$ cat config.mk
export PLATFORM = sky130hd
export DESIGN_NAME = fetch_ctrl
export DESIGN_NICKNAME = d
export VERILOG_FILES = /design/src/rtl/fetch_ctrl.sv
export SDC_FILE = /design/constraint.sdc
export NUM_CORES = 1
export LEC_CHECK = 0
export ABC_AREA = 1
export BUFFER_PORTS_ARGS = -buffer_cell sky130_fd_sc_hd__buf_2
export CAP_MARGIN = 10
export CORE_MARGIN = 3
export CORE_UTILIZATION = 29
export CTS_CLUSTER_DIAMETER = 200
export DETAILED_ROUTE_END_ITERATION = 10
export GPL_TIMING_DRIVEN = 0
export PLACE_DENSITY = 0.47
export SLEW_MARGIN = 40
export SYNTH_ARGS = -nofsm -noshare
export SYNTH_HDL_FRONTEND = slang
export SYNTH_SLANG_ARGS = --single-unit
$ cat constraint.sdc
create_clock -name clk -period 7.4 [get_ports clk]
set_input_delay 1.85 -clock clk [delete_from_list [all_inputs] [get_ports clk]]
set_output_delay 1.85 -clock clk [all_outputs]
set_load 0.01 [all_outputs]
$ cat src/rtl/fetch_ctrl.sv
// fetch_ctrl: instruction fetch controller with a small FIFO fetch buffer.
// It fetches sequential words from a combinational instruction memory,
// starting at a given pc. It delivers them in order on a valid/ready
// output and stops after the word at LAST_ADDR has been fetched and
// drained. A redirect flushes the buffer and refetches from a new pc.
// Ports:
//   clk, reset          rising-edge clock, synchronous active-high reset
//   start, start_pc     begin fetching at start_pc (IDLE only)
//   redirect, redirect_pc  flush the buffer and refetch from redirect_pc
//   imem_addr/imem_instr   word-aligned memory address and its read data
//   out_valid/out_ready    head of the buffer and consumer handshake
//   out_pc, out_instr      address and word at the buffer head
//   busy, done             not-IDLE flag; one-cycle completion pulse
//   fetch_count            instructions delivered since the last start
module fetch_ctrl #(
  parameter int unsigned DEPTH     = 2,
  parameter logic [7:0]  LAST_ADDR = 8'd76
) (
  input  logic        clk,
  input  logic        reset,
  input  logic        start,
  input  logic [7:0]  start_pc,
  input  logic        redirect,
  input  logic [7:0]  redirect_pc,
  output logic [7:0]  imem_addr,
  input  logic [31:0] imem_instr,
  output logic        out_valid,
  input  logic        out_ready,
  output logic [7:0]  out_pc,
  output logic [31:0] out_instr,
  output logic        busy,
  output logic        done,
  output logic [7:0]  fetch_count
);

  localparam int unsigned PTR_W = $clog2(DEPTH);
  localparam int unsigned CNT_W = PTR_W + 1;

  typedef enum logic [1:0] {
    S_IDLE = 2'd0,
    S_RUN  = 2'd1,
    S_END  = 2'd2
  } state_t;

  typedef struct packed {
    logic [7:0]  pc;
    logic [31:0] instr;
  } entry_t;

  state_t           state_q, state_d;
  logic [7:0]       pc_q, pc_d;
  entry_t           fifo_q [DEPTH];
  logic [PTR_W-1:0] rd_q, wr_q;
  logic [CNT_W-1:0] cnt_q;
  logic [7:0]       fcnt_q;
  logic             done_q, done_d;
  logic             push, pop, flush, clr_fcnt, full;

  // The low address bits are ignored by design; the name keeps them out of lint.
  logic unused_low_bits;
  assign unused_low_bits = ^{start_pc[1:0], redirect_pc[1:0]};

  assign full = (cnt_q == CNT_W'(DEPTH));
  assign pop  = out_valid & out_ready;

  // Next-state, pc and buffer-control decode.
  always_comb begin
    state_d  = state_q;
    pc_d     = pc_q;
    push     = 1'b0;
    flush    = 1'b0;
    clr_fcnt = 1'b0;
    done_d   = 1'b0;
    case (state_q)
      S_IDLE: begin
        // Redirect acts as a start and its pc wins over start_pc.
        if (redirect) begin
          pc_d     = {redirect_pc[7:2], 2'b00};
          clr_fcnt = 1'b1;
          state_d  = S_RUN;
        end else if (start) begin
          pc_d     = {start_pc[7:2], 2'b00};
          clr_fcnt = 1'b1;
          state_d  = S_RUN;
        end
      end
      S_RUN: begin
        if (redirect) begin
          flush = 1'b1;
          pc_d  = {redirect_pc[7:2], 2'b00};
        end else if (!full || pop) begin
          push = 1'b1;
          pc_d = pc_q + 8'd4;
          if (pc_q == LAST_ADDR) begin
            state_d = S_END;
          end
        end
      end
      S_END: begin
        if (redirect) begin
          flush   = 1'b1;
          pc_d    = {redirect_pc[7:2], 2'b00};
          state_d = S_RUN;
        end else if (cnt_q == CNT_W'(pop)) begin
          // Buffer empties on this edge: finish and pulse done.
          state_d = S_IDLE;
          done_d  = 1'b1;
        end
      end
      default: state_d = S_IDLE;
    endcase
  end

  // State, pc, buffer and counters.
  always_ff @(posedge clk) begin
    if (reset) begin
      state_q <= S_IDLE;
      pc_q    <= 8'd0;
      rd_q    <= '0;
      wr_q    <= '0;
      cnt_q   <= '0;
      fcnt_q  <= 8'd0;
      done_q  <= 1'b0;
      for (int i = 0; i < DEPTH; i++) begin
        fifo_q[i] <= '0;
      end
    end else begin
      state_q <= state_d;
      pc_q    <= pc_d;
      done_q  <= done_d;

      if (clr_fcnt) begin
        fcnt_q <= 8'd0;
      end else if (pop) begin
        fcnt_q <= fcnt_q + 8'd1;
      end

      if (flush) begin
        rd_q  <= '0;
        wr_q  <= '0;
        cnt_q <= '0;
      end else begin
        if (pop) begin
          rd_q <= rd_q + PTR_W'(1);
        end
        if (push) begin
          fifo_q[wr_q] <= '{pc: pc_q, instr: imem_instr};
          wr_q         <= wr_q + PTR_W'(1);
        end
        cnt_q <= cnt_q + CNT_W'(push) - CNT_W'(pop);
      end
    end
  end

  assign imem_addr   = {pc_q[7:2], 2'b00};
  assign out_valid   = (cnt_q != '0);
  assign out_pc      = fifo_q[rd_q].pc;
  assign out_instr   = fifo_q[rd_q].instr;
  assign busy        = (state_q != S_IDLE);
  assign done        = done_q;
  assign fetch_count = fcnt_q;

endmodule

* Word level (Yosys, flattened, before mapping)
Memories as Yosys holds them, arrays and structs flattened. A register that Yosys moved wholly into a read port is not among the register bits. Cells that the tools add are included. Widths: inputs -> output; s select.
Word-level totals: register bits 23, latch bits 0, bits in writable memories 80, bits in read-only memories 0, input bits 53, memories kept 1
Operators by class: add/sub/neg operators 6, multiply operators 0, div/mod/pow operators 0, order comparisons 0, eq/ne operators 12, shift operators 0, multiplexer cells 34, bitwise gates (word level) 2, reduce and logical (&&, ||, !) cells 13
Memory list:
- fifo_q | depth 2, bits a word 40, rd ports 1, clocked after memory_dff 1, wr ports 2, RTL line 52 | entry_t fifo_q [DEPTH];
Operator list (count):
- $mux 40 | 1
- $mux 8 | 5
- $reduce_or 40->1 | 1
- $pmux 8 s3 | 1
- $mux 1 | 19
- $mux 2 | 7
- $ne 3x3->1 const B | 3
- $add 8x1->8 const B | 1
- $add 8x3->8 const B | 1
- $eq 8x7->1 const B | 1
- $ne 2x2->1 const B | 4
- $pmux 2 s3 | 1
- $reduce_or 2->1 | 3
- $reduce_and 5->1 | 1
- $eq 2x2->1 const B | 2
- $reduce_and 4->1 | 1
- $reduce_bool 2->1 | 2
- $reduce_bool 3->1 | 1
- $reduce_or 3->1 | 1
- $add 1x1->1 const B | 2
- $add 2x1->2 | 1
- $eq 2x1->1 | 1
- $eq 2x1->1 const B | 1
- $logic_not 2->1 | 1
- other kinds (5) | 5

* Depth between registers and ports, before layout
depth in word-level cells 12, depth in mapped cells 10, mapped depth without buffers 10

* Worst setup path after synthesis
Ideal clock, no wire load.
kind input-to-reg, start in out_ready, end mem fifo_q[1][0] (netlist bit) (enable), arrival 3.310 ns, required time 7.004 ns, setup slack 3.694 ns, stages 8, buffers on the path 2, cell sequence inv_1 nand3_2 nand3_2 nor2_1 nand2_1 buf_6 buf_6 nand2_1
RTL lines:
- start: declaration | RTL line 28 | input logic out_ready,
- end: declaration | RTL line 52

==> summary.txt <==
Die
  – Die H: 134 um
  – Core ar.: 15900 um^2
  – Die W: 134 um
  – # IOs: 112
  – Row cnt: 46
  – Die outline area: 17900 um^2
  – Initial Util: 0.296

Critical path
  – Max stage delay on crit path: 0.38 ns
  – Crit Path Max Fanout: 10
  – Most used cell along the critical path: buf_2
  – Crit path capture type: output pin
  – WP data required: 5.55 ns
  – Worst EP arrival: 1.83 ns
  – CP max stage cell: mux2_2
  – Kind of critical path: reg -> out
  – Reg2Reg Depth: 9
  – Worst setup SP type: flip-flop
  – FF-to-FF End: fifo_q[1][0]$_SDFFCE_PN0P_
  – Crit-path cells: buf_2, buf_2, mux2_2, buf_2
  – Flop2flop setup slack: 5.08 ns
  – CP Capture Point: out_instr[19]
  – Reg2reg start: state_q[1]$_SDFFE_PP0P_

GRT
  – Largest net degree at the start of global routing: 28
  – Total GRT Usage: 0.126
  – Vias in the first global route: 3431
  – GRT overflow: 0
  – Global-route wire length before repair: 17600 um
  – Initial antenna violation count: 0

Finish
  – Cell Count, Final, Fillers Out: 802
  – Diode count: 0
  – Layout cells sized above 1: 0.360
  – Cell area after layout: 5910 um^2
  – Final #Nets: 643
  – Syn-to-layout area delta: 25.0%
  – Final core occ: 0.371

Placed design
  – Area post-placement: 5570 um^2
  – Routability Congestion: 0.822
  – DP HPWL: 7660 um
  – Placed cells: 787
  – IO Port Bufs: 102
  – Dpl ws: 3.83 ns

Synthesis
  – Seq/Total Area, Yosys: 0.576
  – Synth Warn #: 0
  – Post-Syn Area: 4730 um^2
  – #FFs+latches synth: 98
  – Count of cell types in the netlist: 31
  – Syn avg cell area: 10.2 um^2
  – Gate Count Post-Synth: 464

CTS
  – # clock sinks: 98
  – CTS max path bufs: 2
  – Worst-path clk slew: 0.06 ns
  – CTS tree: built
  – Inserted Clock Buffers: 9
  – Hold buffer count at cts: 0
  – CTS Root Cell: clkbuf_16
  – Post-CTS Repair Setup Buffers: 0
  – H-tree level count: 3
  – Clock latency at the later pin of the worst-skew pair: 0.35 ns
  – Post-cts sizing count: 0

STA
  – Fin Clk Skew: 0.00829 ns
  – Setup violators final: 0
  – Final slew viol count: 0
  – Fmax: 272 MHz
  – Tightest Pin Transition: 0.614 ns
  – PnR worst setup slack: 3.72 ns
  – Hold Vio Cnt, Final: 0
  – Tcrit/Tclk final: 0.497
  – Fin Setup TNS: 0 ns
  – Unrepaired setup endpoints after global routing: false
  – Post-layout min period: 3.68 ns
  – Worst relative slew slack: 0.587

Detailed routing
  – Remaining DRCs: 0
  – Remaining antenna violation count after routing: 0
  – Initial DRC count: 163
  – DRT Wirelength: 10900 um
  – Via density: 4.32
  – Routed WL per cell: 13.6 um
  – Pre-antenna DRT Iters: 4
  – Via Count: 3463

Power
  – P_leak: 2.64 nW
  – Pwr per Cell Area: 313 nW/um^2
  – Maximum vdd drop: 0.000139 V

Outcome
  – Status: finished clean

Min path
  – HP Class: reg -> reg

Run
  – Max-Cap Viols: 0
-- how the worst min path moves through the flow --
stage,start,to,slack [ns],cells after the start
after floorplan,rd_q$_SDFFE_PP0P_,flip-flop,0.46,2
after global placement,rd_q$_SDFFE_PP0P_,rd_q$_SDFFE_PP0P_,0.47,2
after detailed placement,rd_q$_SDFFE_PP0P_,rd_q$_SDFFE_PP0P_,0.48,2
after CTS,rd_q$_SDFFE_PP0P_,rd_q$_SDFFE_PP0P_,0.49,2
after global routing,wr_q$_SDFFE_PP0P_,wr_q$_SDFFE_PP0P_,0.52,2
final,rd_q$_SDFFE_PP0P_,rd_q$_SDFFE_PP0P_,0.49,2
-- layout by cell type, fill, tap and decap left out, drive strengths merged --
master / instances
nand3: 17
ha: 8
dfxtp: 22
nor2: 96
mux2: 38
o211ai: 2
a211oi: 1
bufinv: 3
xnor2: 2
xor2: 1
nor3: 3
nand2: 63
buf: 124
inv: 68
clkinv: 3
edfxtp: 76
a21oi: 26
or2: 2
nor4: 1
nand4: 2
conb: 4
o21bai: 1
o21ai: 13
clkbuf: 10
-- Yosys cell counts --
cell type  instances  share of area
nand3_2            3         0.0064
or2_2              2         0.0026
a21oi_1           26          0.028
inv_1             65          0.052
nor3_1             3         0.0032
nand2_2            2         0.0026
dfxtp_1           22          0.093
nand3_4            1         0.0037
ha_1               8          0.021
o211ai_1           2         0.0032
nand2_1           61          0.048
nor2_1            74          0.059
inv_2              3         0.0024
xnor2_1            2         0.0037
buf_4              4         0.0064
buf_2             11          0.012
o21ai_1            4         0.0042
nand3_1           13          0.014
nor4_1             1         0.0013
nand4_1            2         0.0026
conb_1             1        0.00079
o21ai_0            9         0.0095
xor2_1             1         0.0019
nor2_2            21          0.028
edfxtp_1          76           0.48
buf_6              5          0.012
clkinv_1           1        0.00079
a211oi_1           1         0.0016
mux2_2            38          0.091
o21bai_1           1         0.0016
nor2_4             1         0.0024
-- registers in the layout (all words and copies together) (netlist names), named ones only --
register and count:
pc_q 6, state_q 2, fetch_count 8, cnt_q 2, done 1, fifo_q 76, rd_q 1, wr_q 1
-- where the power goes --
part           switching, W  internal, W
clock network      0.000199     0.000329
registers         0.0000452     0.000680
logic              0.000357     0.000241
-- per-layer routing --
metal	global-route usage	share of wire	up-vias
li1	-	-	1743
met1	0.169	0.47	1602
met2	0.201	0.46	107
met3	0.0264	0.053	11
met4	0.0491	0.015	0
met5	0	0	-
-- critical path, delay by kind of cell (launching register included) --
family	cells	cell delay, ns
DFF	1	0.35
buffers and inverters	3	0.76
muxes	1	0.38
-- layout make-up --
type | instances | area, um^2
Tap cell | 216 | 270
Sequential cell | 98 | 2720
Clock buffer | 10 | 229
Multi-Input combinational cell | 280 | 1630
Inverter | 69 | 259
Timing Repair Buffer | 104 | 551
Buffer | 20 | 141
Fill cell | 1642 | 10000
Clock inverter | 5 | 104
-- stage by stage --
stage	hold slack (ns)	power [W]
6_report	0.492	0.00185
5_1_grt	0.515	0.00197
4_1_cts	0.495	0.00188
3_5_place_dp	0.485	0.00135
3_3_place_gp	0.474	0.00133
2_1_floorplan	0.462	0.00113
-- logic make-up after synthesis --
kind of cell,count (synthesis),share of synthesized area
flops,98,0.576
mux,38,0.0905
compound gates,43,0.0476
xor+xnor,3,0.00556
other cells,1,0.000793
simple gates,184,0.174
buf+inv,89,0.0847
fa+ha+maj,8,0.0212
(Power assumes the default switching activity.)
